File: config.mk
export PLATFORM = sky130hd
export DESIGN_NAME = prog_uart_loader
export DESIGN_NICKNAME = d
export VERILOG_FILES = /design/src/rtl/prog_uart_loader.sv
export SDC_FILE = /design/constraint.sdc
export NUM_CORES = 1
export LEC_CHECK = 0
export CORE_MARGIN = 3
export CORE_UTILIZATION = 34
export CTS_BUF_LIST = sky130_fd_sc_hd__clkbuf_8
export CTS_CLUSTER_DIAMETER = 50
export DETAILED_ROUTE_END_ITERATION = 12
export DONT_BUFFER_PORTS = 1
export HOLD_SLACK_MARGIN = 0.08
export PLACE_DENSITY = 0.45
export SYNTH_ARGS = -nofsm -noshare
export SYNTH_HDL_FRONTEND = slang
export SYNTH_SLANG_ARGS = --single-unit
File: constraint.sdc
create_clock -name clk_i -period 9 [get_ports clk_i]
set_input_delay 0.45 -clock clk_i [delete_from_list [all_inputs] [get_ports clk_i]]
set_output_delay 0.45 -clock clk_i [all_outputs]
set_load 0.005 [all_outputs]
File: src/rtl/prog_uart_loader.sv
// ---------------------------------------------------------------------------
// prog_uart_loader
// UART program loader sitting upstream of main memory. Hunts for a 4-byte
// magic sequence on the programming RX line, reads a 32-bit little-endian
// word count, then streams that many little-endian words into the RAM write
// port. The core is held in reset and the program-mode LED is lit while a
// load is in progress. A framing error or an inter-byte timeout aborts the
// load with a single-cycle error pulse.
//
// Ports
//   clk_i            clock
//   rst_ni           asynchronous reset, active low
//   prog_rx_i        UART RX line, idle high, 8N1, asynchronous to clk_i
//   wr_en_o          one-cycle RAM write strobe
//   wr_addr_o        RAM word address
//   wr_data_o        RAM write data
//   wr_strb_o        byte enables, 4'hF with wr_en_o, else 4'h0
//   system_reset_o   active-low core reset, low while loading
//   prog_mode_led_o  high while receiving the length or the image
//   prog_err_o       one-cycle pulse when a load is aborted
// ---------------------------------------------------------------------------
module prog_uart_loader #(
   parameter int unsigned CLK_FREQ    = 100_000_000,
   parameter int unsigned BAUD        = 115200,
   parameter int unsigned RAM_DEPTH   = 32'h40000,
   parameter int unsigned ADDR_W      = $clog2(RAM_DEPTH * 4) - 2,
   parameter logic [31:0] MAGIC       = 32'h4B47_4F54,
   parameter int unsigned TIMEOUT_CYC = CLK_FREQ / 10
) (
   input  logic              clk_i,
   input  logic              rst_ni,
   input  logic              prog_rx_i,
   output logic              wr_en_o,
   output logic [ADDR_W-1:0] wr_addr_o,
   output logic [31:0]       wr_data_o,
   output logic [3:0]        wr_strb_o,
   output logic              system_reset_o,
   output logic              prog_mode_led_o,
   output logic              prog_err_o
);

   localparam int unsigned CPB  = CLK_FREQ / BAUD;
   localparam int unsigned HALF = CPB / 2;
   localparam int unsigned BW   = $clog2(CPB);
   localparam int unsigned TW   = $clog2(TIMEOUT_CYC + 1);

   typedef enum logic [1:0] {
      RX_IDLE,
      RX_START,
      RX_DATA,
      RX_STOP
   } rx_state_e;

   typedef enum logic [1:0] {
      ST_HUNT,
      ST_LEN,
      ST_LOAD,
      ST_DONE
   } state_e;

   // ---------------- RX front end state ----------------
   logic              rx_meta_q, rx_sync_q, rx_prev_q;
   rx_state_e         rx_state_q, rx_state_d;
   logic [BW-1:0]     baud_q, baud_d;
   logic [2:0]        bit_q, bit_d;
   logic [7:0]        shift_q, shift_d;
   logic [7:0]        rx_byte_q, rx_byte_d;
   logic              byte_valid_q, byte_valid_d;
   logic              frame_err_q, frame_err_d;

   // ---------------- loader FSM state ----------------
   state_e            state_q, state_d;
   logic [1:0]        m_q, m_d;
   logic [31:0]       n_q, n_d;
   logic [31:0]       cnt_q, cnt_d;
   logic [31:0]       word_q, word_d;
   logic [TW-1:0]     timer_q, timer_d;
   logic              wr_en_q, wr_en_d;
   logic [ADDR_W-1:0] wr_addr_q, wr_addr_d;
   logic [31:0]       wr_data_q, wr_data_d;
   logic [3:0]        wr_strb_q, wr_strb_d;
   logic              sys_rst_q, sys_rst_d;
   logic              led_q, led_d;
   logic              err_q, err_d;

   logic [7:0]        magic_byte;
   logic [31:0]       word_next;
   logic [31:0]       n_next;

   // RX framing: start detect, mid-start glitch filter, data and stop sampling
   always_comb begin
      rx_state_d   = rx_state_q;
      baud_d       = baud_q + BW'(1);
      bit_d        = bit_q;
      shift_d      = shift_q;
      rx_byte_d    = rx_byte_q;
      byte_valid_d = 1'b0;
      frame_err_d  = 1'b0;
      case (rx_state_q)
         RX_IDLE: begin
            baud_d = '0;
            if (rx_prev_q && !rx_sync_q) begin
               rx_state_d = RX_START;
            end
         end
         RX_START: begin
            if (baud_q == BW'(HALF - 1)) begin
               baud_d     = '0;
               bit_d      = '0;
               // line back high at mid-start means the edge was a glitch
               rx_state_d = rx_sync_q ? RX_IDLE : RX_DATA;
            end
         end
         RX_DATA: begin
            if (baud_q == BW'(CPB - 1)) begin
               baud_d  = '0;
               shift_d = {rx_sync_q, shift_q[7:1]};
               bit_d   = bit_q + 3'd1;
               if (bit_q == 3'd7) begin
                  rx_state_d = RX_STOP;
               end
            end
         end
         RX_STOP: begin
            if (baud_q == BW'(CPB - 1)) begin
               baud_d     = '0;
               // leave at the stop sample so a back-to-back start edge is seen
               rx_state_d = RX_IDLE;
               if (rx_sync_q) begin
                  byte_valid_d = 1'b1;
                  rx_byte_d    = shift_q;
               end else begin
                  frame_err_d  = 1'b1;
               end
            end
         end
         default: rx_state_d = RX_IDLE;
      endcase
   end

   // Loader: magic hunt, length capture, word assembly and RAM writes
   always_comb begin
      state_d    = state_q;
      m_d        = m_q;
      n_d        = n_q;
      cnt_d      = cnt_q;
      word_d     = word_q;
      timer_d    = timer_q;
      wr_en_d    = 1'b0;
      wr_addr_d  = wr_addr_q;
      wr_data_d  = wr_data_q;
      err_d      = 1'b0;
      magic_byte = 8'(MAGIC >> {m_q, 3'b000});
      word_next  = {rx_byte_q, word_q[31:8]};
      n_next     = {rx_byte_q, n_q[31:8]};

      case (state_q)
         ST_HUNT: begin
            timer_d = '0;
            if (byte_valid_q) begin
               if (rx_byte_q == magic_byte) begin
                  m_d = m_q + 2'd1;
                  if (m_q == 2'd3) begin
                     state_d = ST_LEN;
                     n_d     = '0;
                  end
               end else begin
                  // a miss may itself be the first magic byte
                  m_d = (rx_byte_q == MAGIC[7:0]) ? 2'd1 : 2'd0;
               end
            end
         end
         ST_LEN, ST_LOAD: begin
            timer_d = timer_q + TW'(1);
            if (frame_err_q || (timer_q == TW'(TIMEOUT_CYC - 1))) begin
               err_d   = 1'b1;
               state_d = ST_HUNT;
               m_d     = '0;
               timer_d = '0;
            end else if (byte_valid_q) begin
               // count from 1 so the abort lands TIMEOUT_CYC after byte_valid
               timer_d = TW'(1);
               m_d     = m_q + 2'd1;
               if (state_q == ST_LEN) begin
                  n_d = n_next;
                  if (m_q == 2'd3) begin
                     state_d = (n_next == '0) ? ST_DONE : ST_LOAD;
                     cnt_d   = '0;
                  end
               end else begin
                  word_d = word_next;
                  if (m_q == 2'd3) begin
                     // words beyond the RAM are consumed but never written
                     if (cnt_q < RAM_DEPTH) begin
                        wr_en_d   = 1'b1;
                        wr_addr_d = ADDR_W'(cnt_q);
                        wr_data_d = word_next;
                     end
                     cnt_d = cnt_q + 32'd1;
                     if ((cnt_q + 32'd1) == n_q) begin
                        state_d = ST_DONE;
                     end
                  end
               end
            end
         end
         ST_DONE: begin
            state_d = ST_HUNT;
            m_d     = '0;
            timer_d = '0;
         end
         default: state_d = ST_HUNT;
      endcase

      wr_strb_d = wr_en_d ? 4'hF : 4'h0;
      sys_rst_d = (state_d == ST_HUNT);
      led_d     = (state_d == ST_LEN) || (state_d == ST_LOAD);
   end

   // State and output registers
   always_ff @(posedge clk_i or negedge rst_ni) begin
      if (!rst_ni) begin
         rx_meta_q    <= 1'b1;
         rx_sync_q    <= 1'b1;
         rx_prev_q    <= 1'b1;
         rx_state_q   <= RX_IDLE;
         baud_q       <= '0;
         bit_q        <= '0;
         shift_q      <= '0;
         rx_byte_q    <= '0;
         byte_valid_q <= 1'b0;
         frame_err_q  <= 1'b0;
         state_q      <= ST_HUNT;
         m_q          <= '0;
         n_q          <= '0;
         cnt_q        <= '0;
         word_q       <= '0;
         timer_q      <= '0;
         wr_en_q      <= 1'b0;
         wr_addr_q    <= '0;
         wr_data_q    <= '0;
         wr_strb_q    <= '0;
         sys_rst_q    <= 1'b1;
         led_q        <= 1'b0;
         err_q        <= 1'b0;
      end else begin
         rx_meta_q    <= prog_rx_i;
         rx_sync_q    <= rx_meta_q;
         rx_prev_q    <= rx_sync_q;
         rx_state_q   <= rx_state_d;
         baud_q       <= baud_d;
         bit_q        <= bit_d;
         shift_q      <= shift_d;
         rx_byte_q    <= rx_byte_d;
         byte_valid_q <= byte_valid_d;
         frame_err_q  <= frame_err_d;
         state_q      <= state_d;
         m_q          <= m_d;
         n_q          <= n_d;
         cnt_q        <= cnt_d;
         word_q       <= word_d;
         timer_q      <= timer_d;
         wr_en_q      <= wr_en_d;
         wr_addr_q    <= wr_addr_d;
         wr_data_q    <= wr_data_d;
         wr_strb_q    <= wr_strb_d;
         sys_rst_q    <= sys_rst_d;
         led_q        <= led_d;
         err_q        <= err_d;
      end
   end

   assign wr_en_o         = wr_en_q;
   assign wr_addr_o       = wr_addr_q;
   assign wr_data_o       = wr_data_q;
   assign wr_strb_o       = wr_strb_q;
   assign system_reset_o  = sys_rst_q;
   assign prog_mode_led_o = led_q;
   assign prog_err_o      = err_q;

endmodule

## Word level (Yosys, flattened, before mapping)

Index checks and enable logic that the tools add are counted.

- Register bits: 218
- Input bits: 3
- Output and inout port bits: 58
- Word-level logic and storage cells: 139

- Add/sub/neg operators: 5
- Order comparisons: 1
- Equal/unequal tests: 28
- Shift-type cells: 1
- Muxes and demuxes: 57
- Bitwise operators: 2
- Reduce and logical (&&, ||, !) cells: 22

Operators with widths:

| cell | number |
|---|---|
| two-way mux 32 bit | 8 |
| case mux 32 bit (2 select lines) | 1 |
| two-way mux 24 bit | 2 |
| case mux 24 bit (2 select lines) | 1 |
| two-way mux 2 bit | 19 |
| adder 32 x 1 -> 32 bit (second input constant) | 1 |
| equality test 32 bit | 1 |
| logical NOT 32 bit | 1 |
| < comparator 32 x 19 -> 1 bit (second input constant) | 1 |
| right shift 31 x 5 -> 8 bit (first input constant) | 1 |
| case mux 10 bit (3 select lines) | 1 |
| adder 24 x 1 -> 24 bit (second input constant) | 1 |
| equality test 24 bit (second input constant) | 1 |
| inequality test 2 bit (second input constant) | 11 |
| two-way mux 10 bit | 2 |
| two-way mux 1 bit | 16 |
| equality test 2 bit (second input constant) | 6 |
| case mux 2 bit (3 select lines) | 2 |
| adder 10 x 1 -> 10 bit (second input constant) | 1 |
| equality test 10 bit (second input constant) | 1 |
| equality test 10 x 9 -> 1 bit (second input constant) | 1 |
| equality test 8 x 7 -> 1 bit (second input constant) | 1 |
| equality test 8 bit | 1 |
| case mux 2 bit (4 select lines) | 1 |
| 21 further kinds | 34 |

## Longest topological paths before layout

Gate-level depths: netlist (run 1).

- Word-level depth: 10
- Gate-level depth with buffers: 11
- Mapped depth without buffers: 10

## Worst setup path before layout (run 1)

No wires, ideal clock.

- Kind: register to register
- Start point: reg cnt_q[1]
- End point: reg led_q (netlist: prog_mode_led_o)
- Library setup time: 0.126 ns
- Arrival time: 3.111 ns
- Required time: 8.874 ns
- Setup slack: 5.763 ns
- Stages on the path, launching flop included: 10
- Buffers on the path: 0
- Clock period less this slack: 3.237 ns
- Cells stage by stage: dfrtp_1 -> ha_1 -> nand4_2 -> nor4_4 -> and3_1 -> o211ai_1 -> or4_1 -> or4_1 -> o21a_1 -> ha_1

- Longest elaborated chain between the ends: 10
- Elaborated cells on any way between the ends: 11
- Those cells by class: 1 x add/sub; 3 x eq/ne; 6 x mux; 1 x reduce/logical

RTL lines:

| item | RTL line | text |
|---|---|---|
| from (decl) | 75 | `logic [31:0] cnt_q, cnt_d;` |
| from (signal assigned) | 260 | `cnt_q <= cnt_d;` |
| adder 32 x 1 -> 32 bit (*) | 200 | `if ((cnt_q + 32'd1) == n_q) begin` |
| equality test 32 bit (*) | 200 |  |
| two-way mux 2 bit (*) | 200 |  |
| two-way mux 2 bit (*) | 192 | `if (m_q == 2'd3) begin` |
| two-way mux 2 bit (*) | 184 | `if (state_q == ST_LEN) begin` |
| two-way mux 2 bit (*) | 180 | `end else if (byte_valid_q) begin` |
| two-way mux 2 bit (*) | 175 | `if (frame_err_q \|\| (timer_q == TW'(TIMEOUT_CYC - 1))) begin` |
| case mux 2 bit (3 select lines) (*) | 157 | `case (state_q)` |
| equality test 2 x 1 -> 1 bit or equality test 2 bit (tied branches) | 217 | `led_d = (state_d == ST_LEN) \|\| (state_d == ST_LOAD);` |
| logical OR 1 bit (*) | 217 |  |
| named net led_d | 83 | `logic led_q, led_d;` |
| to (signal assigned) | 268 | `led_q <= led_d;` |
| to (decl) | 83 |  |

The timed path passes the listed nets; every way through them passes the cells marked *.
A chain may end at the register's enable or synchronous reset.

## Worst setup path in the final report (run 1)

- Start point: reg cnt_q[0]
- End point: reg led_q (netlist: prog_mode_led_o)

The elaborated chain is that of the path after synthesis.

==> results of run 1 <==
==> layout make-up <==
cell class	count	area [sq um]	share of cell area, %
clock buffer	54	743	6.49
multi-input combinational	723	4750	41.5
inverter	18	67.6	0.590
sequential	206	5160	45.1
tap	384	480	4.20
clock inverter	20	141	1.24
timing repair buffer	10	100	0.875
==> flip-flops by register name, summed over array words and instances, names as in the netlist, named ones only <==
name,flops
shift_q,8
rx_sync_q,1
n_q,32
rx_meta_q,1
prog_err_o,1
m_q,2
wr_addr_o,18
prog_mode_led_o,1
wr_data_o,32
word_q,24
timer_q,24
frame_err_q,1
baud_q,10
rx_prev_q,1
bit_q,3
rx_state_q,1
wr_strb_o,1
cnt_q,32
state_q,2
byte_valid_q,1
rx_byte_q,8
system_reset_o,1
==> critical path, delay by kind of cell (launching register included) <==
| family | cells | cell delay [ns] |
|---|---|---|
| compound gates | 2 | 0.29 |
| simple gates | 5 | 2.55 |
| flops | 1 | 0.49 |
| fa+ha+maj | 2 | 0.64 |
==> metrics by stage <==
step / instance area, sq um / power, W / utilization (%) / hold WS, ns
final: 11400 / 0.00199 / 39.1 / 0.359
after global routing: 11400 / 0.00210 / 39.1 / 0.364
after CTS: 11400 / 0.00204 / 39.1 / 0.362
after detailed placement: 10500 / 0.000998 / 35.9 / 0.161
after global placement: 10500 / 0.000998 / 35.9 / 0.160
after floorplan: 10300 / 0.000991 / - / 0.154
==> power by group <==
part | total, W | internal (W) | switching [W] | leakage (nW)
logic | 0.0000473 | 0.0000159 | 0.0000314 | 1.68
registers | 0.000954 | 0.000940 | 0.0000141 | 2.86
clock network | 0.000991 | 0.000573 | 0.000418 | 0.487
total | 0.00199 | 0.00153 | 0.000464 | 5.02
==> routing by layer <==
metal / vias to the layer above / global-route usage (%) / wire length, microns
li1: 3599 / - / -
met1: 3597 / 21.7 / 11900
met2: 127 / 24.2 / 11400
met3: 55 / 3.07 / 930
met4: 0 / 5.07 / 711
met5: - / 0 / 0
==> timing repair <==
item                      CTS  global route
hold buffers                3             0
buffers inserted            0             0
hold endpoints to repair  207             0
==> cells in the final DEF, fill, tap and decap left out, types with 3 or more instances in the layout <==
master     instances
nor2_1            83
nor3_1            14
and4_1            11
o41ai_1            6
nand2b_1           6
o211ai_1           4
mux2_1            50
or4_1              8
nand2_1          116
nor4_1            14
clkbuf_8          54
nand3_1           30
xor2_1            27
nor2b_1            4
o2111ai_1          3
nor3b_1            5
and3_1            19
dfrtp_1          202
nor4bb_1           4
o21ai_0           92
o31ai_1           14
and2_1             5
ha_1              12
a311oi_1           3
inv_1             24
o21a_1             3
mux2_2            40
nand4_1           22
buf_4              7
a21oi_1           26
a211oi_1           3
xnor2_1           40
a31oi_1           16
clkinv_2           9
dfstp_2            4
or3_1             10
==> cells by family after synthesis <==
group | synth area share, %
and+or+nand+nor | 18.1
DFF | 50.3
AOI/OAI and AO/OA | 10.9
muxes | 9.87
buffers and inverters | 3.61
xor gates and xnor gates | 5.72
adders and majority gates | 1.56
==> worst max-delay path by stage <==
| stage | start | to | slack, ns | cells after the start |
|---|---|---|---|---|
| after CTS | cnt_q[0]$_DFFE_PN0P_ | prog_mode_led_o$_DFF_PN0_ | 4.88 | 9 |
| after floorplan | cnt_q[1]$_DFFE_PN0P_ | prog_mode_led_o$_DFF_PN0_ | 5.76 | 9 |
| final | cnt_q[0]$_DFFE_PN0P_ | prog_mode_led_o$_DFF_PN0_ | 4.88 | 9 |
| after global routing | cnt_q[0]$_DFFE_PN0P_ | prog_mode_led_o$_DFF_PN0_ | 4.53 | 9 |
| after detailed placement | cnt_q[0]$_DFFE_PN0P_ | prog_mode_led_o$_DFF_PN0_ | 4.96 | 9 |
| after global placement | cnt_q[0]$_DFFE_PN0P_ | prog_mode_led_o$_DFF_PN0_ | 5.01 | 9 |
==> results by group, run 1 <==
Synth
  • Post-Synthesis Cells: 1014
  • Number of synthesis warnings: 0
  • Asr flop ratio synth: 100%
  • Avg Inst Size Synth: 10.1 sq um
  • Top post-synthesis cells by count: dfrtp_1, nand2_1, o21ai_0
  • Largest cells by area after synthesis: dfrtp_1, mux2_1, o21ai_0, mux2_2, nand2_1
  • Mapped Nets: 1029
  • Number of synthesized flops with an enable pin: 0
  • Most common flop cell mapped by yosys: dfrtp_1
  • Post-synthesis register bit count: 206
  • Most common cell in the netlist: dfrtp_1
  • Top cell type's share of synthesized area: 49.2%
  • Sequential-to-total area share from yosys stat: 50.3%
  • Synth area leader: dfrtp_1
  • Synth Cell Area: 10300 sq um
  • Synth cell types: 61

Worst hold path
  • Min-delay worst type: register to register
  • Hold EP: rx_sync_q$_DFF_PN1_
  • Hold wc startpoint: rx_meta_q$_DFF_PN1_
  • Worst Hold Depth: 0

Timing
  • Final Cycle Share: 45.8%
  • Final TNS setup: 0 ns
  • Final setup skew: 0.0466 ns
  • Max-slew violation count: 0
  • Setup violators final: 0
  • Unrepaired setup endpoints after global routing: no
  • Setup WS post-layout: 4.88 ns
  • Actual slew at the worst max-slew pin: 1.09 ns
  • Fmax achieved: 243 MHz
  • Rel. slew slack: 27.1%
  • Final Hold Vio Count: 0
  • Min Tclk post-route: 4.12 ns

Finish
  • Filler cells: 2912
  • Ant diodes: 0
  • Layout net count: 1015
  • Layout cells sized above 1: 12.4%
  • Finished Layout Cells: 1415
  • Area grow syn2layout: 11.5%

GRT
  • Initial antenna violation count: 0
  • First-pass GRT wire length: 41.7 mm
  • Vias in the first global route: 7404
  • Gr usage total: 15.5%
  • Residual overflow from global routing: 0
  • Largest net degree at the start of global routing: 207

Setup path
  • R2r setup slk: 4.88 ns
  • Worst r2r path cells: 9
  • Data arrival, critical path: 4.51 ns
  • Slowest-stage cell, CP: nor4_4
  • Worst path max stage delay: 0.86 ns
  • Worst setup SP type: register
  • Reg2reg end: prog_mode_led_o$_DFF_PN0_
  • Reg-to-reg startpoint: cnt_q[0]$_DFFE_PN0P_
  • CP max FO: 19
  • CP cell instances: ha_1 > nand4_2 > nor4_4 > and3_1 > o211ai_1 > or4_1 > or4_1 > o21a_1 > ha_1
  • Setup CP Type: register to register
  • Crit end category: register
  • CP required: 9.39 ns

Die
  • Core area: 29200 sq um
  • Die X: 180 microns
  • Initial core utilization: 35.1%
  • Row count: 62
  • Die Y: 180 microns
  • Top-level I/O count: 61
  • Die ar.: 32300 sq um

Placed design
  • DP Cell Count: 1338
  • Post-place setup slack: 4.96 ns
  • Placer Congestion: 0.847
  • I/O Buffers: 0
  • HPWL after DPL: 16.1 mm

CTS
  • H-tree levels: 2
  • TritonCTS clock tree: done
  • Total CTS buffers: 41
  • Clk buf depth: 3
  • Num Clock Sinks: 206
  • Post-CTS sizing: 0
  • Worst-path clk slew: 0.06 ns
  • Clk Latency, worst-skew pair: 0.54 ns
  • Root buffer cell: clkbuf_8

Pwr
  • VDD IR max: 83.8 uV
  • Pleak: 5.02 nW
  • PwrDens: 174 nW/um^2

Run status
  • Outcome: completed

Drt
  • DR iter-0 viols: 510
  • ANT nets after route: 0
  • Routed via count: 7378
  • Remaining DRCs: 0
  • WL/cell: 17.7 microns
  • Vias per std cell: 5.21
  • Drt total wl: 25.0 mm
  • Drt pass-1 iters: 4

Run
  • Max_cap viols: 0
No activity file was read; power rests on OpenSTA's default activity.
==> run 2: changes to the inputs <==
PLACE_DENSITY = 0.47   (was 0.45)
clock period = 3.5 ns   (was 9 ns; I/O delays follow)
==> run 2 against run 1 <==
  * The run now ends with hold timing left
  * Final area increased by 3.0%
  * Worst hold slack got worse by 1.0 ns
  * Critical path type unchanged
  * Largest power group unchanged
  * Fmax increased by 24%
  * Flip-flop and latch count unchanged
  * Via count increased by 3.6%
  * First-iteration DRC count decreased by 14%
  * Combinational power increased by 56%
  * Count of clock-buffer cells in the layout decreased by 2
  * Clock power increased to 2.6 times the previous value
  * Utilization increased by 1.2 points
  * Register-to-register slack got worse by 4.7 ns
  * Non-clock buffer count increased by 40
==> results by group, run 2 (synthesis gave the netlist of run 1 again) <==
Timing
  • Final Hold Vio Count: 206
  • Setup WS post-layout: 0.187 ns
  • Setup violators final: 0
  • Final TNS setup: 0 ns
  • Min Tclk post-route: 3.31 ns
  • Hold_ws: -0.677 ns
  • Actual slew at the worst max-slew pin: 0.771 ns
  • Unrepaired setup endpoints after global routing: no
  • Fmax achieved: 302 MHz
  • Final setup skew: 0.0476 ns
  • Final Cycle Share: 94.7%
  • Max-slew violation count: 0
  • Rel. slew slack: 48.4%

GRT
  • Gr usage total: 15.8%
  • Initial antenna violation count: 0
  • Vias in the first global route: 7616
  • First-pass GRT wire length: 42.4 mm
  • Residual overflow from global routing: 0
  • Largest net degree at the start of global routing: 207

Finish
  • Filler cells: 2877
  • Ant diodes: 0
  • Area grow syn2layout: 14.8%
  • Most common cell after layout, fill and taps aside: dfrtp_1
  • Layout cells sized above 1: 15.8%
  • Commonest non-fill, non-tap cells in the layout: dfrtp_1, nand2_1, o21ai_0
  • Post-layout util: 40.3%
  • Layout net count: 1055

Run status
  • Outcome: finished with violations
  • Failing checks: hold timing

CTS
  • TritonCTS clock tree: done
  • Cts hold-fix bufs: 1
  • H-tree levels: 2
  • Clk Latency, worst-skew pair: 0.55 ns
  • Root buffer cell: clkbuf_8
  • Total CTS buffers: 41
  • Clk buf depth: 3
  • Worst-path clk slew: 0.06 ns
  • Num Clock Sinks: 206

Drt
  • Drt pass-1 iters: 4
  • DR iter-0 viols: 438
  • WL/cell: 17.4 microns
  • Drt total wl: 25.3 mm
  • Remaining DRCs: 0
  • Routed via count: 7647
  • Vias per std cell: 5.26
  • ANT nets after route: 0

Setup path
  • Data arrival, critical path: 3.71 ns
  • CP required: 3.90 ns
  • Worst setup SP type: register
  • Crit end category: register
  • CP max FO: 6
  • Setup CP Type: register to register

Die
  • Top-level I/O count: 61
  • Die Y: 180 microns
  • Initial core utilization: 35.1%
  • Core area: 29200 sq um
  • Die X: 180 microns
  • Row count: 62
  • Die ar.: 32300 sq um

Pwr
  • PwrDens: 436 nW/um^2
  • Pleak: 5.26 nW
  • VDD IR max: 206 uV

Placed design
  • Post-place setup slack: 0.0819 ns
  • Placer Congestion: 0.925
  • HPWL after DPL: 16.9 mm
  • I/O Buffers: 0

Run
  • Max_cap viols: 0

Worst hold path
  • Min-delay worst type: primary input to asynchronous set/reset pin
[run 2: cell types whose count changed in the layout (fill, tap and decap cells not counted), moves of 2 or more]
cell       change
clkinv_2       -7
buf_12         +2
dfrtp_2        +5
buf_4         +40
clkbuf_8       -2
inv_1          +7
dfrtp_1        -5
bufinv_16      +2
[run 2: path summary, 6_finish.rpt]
| kind | to | slack (ns) | cells past startpoint | startpoint |
|---|---|---|---|---|
| min reg2reg | rx_sync_q$_DFF_PN1_ | 0.36 | 0 | rx_meta_q$_DFF_PN1_ |
| max reg2reg | prog_mode_led_o$_DFF_PN0_ | 0.19 | 8 | cnt_q[0]$_DFFE_PN0P_ |
| min in group clk_i | rx_meta_q$_DFF_PN1_ | 0.19 | 1 | prog_rx_i |
| max | prog_mode_led_o$_DFF_PN0_ | 0.19 | 8 | cnt_q[0]$_DFFE_PN0P_ |
| max in group asynchronous | system_reset_o$_DFF_PN1_ | 3.80 | 0 | rst_ni |
| min | word_q[13]$_DFFE_PN0P_ | -0.68 | 0 | rst_ni |
[run 2: what timing repair did]
| action | CTS | global route |
|---|---|---|
| endpoints found under the hold margin | 207 | 206 |
| setup endpoints to repair | 0 | 2 |
| gates resized for setup | 0 | 9 |
| setup buffers | 0 | 1 |
[run 2: power by group]
part | switching (W) | internal, W | leakage [nW] | total (W)
Clock | 0.00105 | 0.00157 | 0.511 | 0.00261
Sequential | 0.0000349 | 0.00242 | 2.85 | 0.00245
Combinational | 0.0000368 | 0.0000371 | 1.91 | 0.0000740
[run 2: cell type report]
class / instances / area, sq um / share of cell area (%)
Inverter: 18 / 67.6 / 0.573
Tap cell: 384 / 480 / 4.08
Multi-Input combinational cell: 723 / 4770 / 40.5
Clock inverter: 21 / 185 / 1.57
Timing Repair Buffer: 50 / 403 / 3.42
Clock buffer: 52 / 716 / 6.07
Sequential cell: 206 / 5170 / 43.8
[run 2: per-layer routing]
metal	wire, microns	GRT usage (%)	vias to the layer above
met3	1200	3.54	52
met4	733	5.57	0
met2	11700	24.9	158
met1	11700	21.4	3756
li1	-	-	3681
met5	0	0	-
[run 2: stage by stage]
| step | power (W) | area [sq um] | hold WS, ns | instances |
|---|---|---|---|---|
| finish | 0.00514 | 11800 | -0.677 | 1454 |
| global route | 0.00541 | 11800 | -0.726 | 1454 |
| CTS | 0.00524 | 11800 | -0.719 | 1453 |
| detailed placement | 0.00257 | 10800 | -0.114 | 1379 |
| global placement | 0.00257 | 10800 | -0.114 | 1379 |
| floorplan | 0.00255 | 10300 | -0.121 | 1014 |
[run 2: critical path: stages, from the launching register on]
cell     delay [ns]
dfrtp_1        0.43
nand2_1        0.15
or4_4          0.52
and3_1         0.20
a211o_1        0.25
or4_1          0.53
or4_4          0.59
o21a_1         0.21
ha_1           0.28
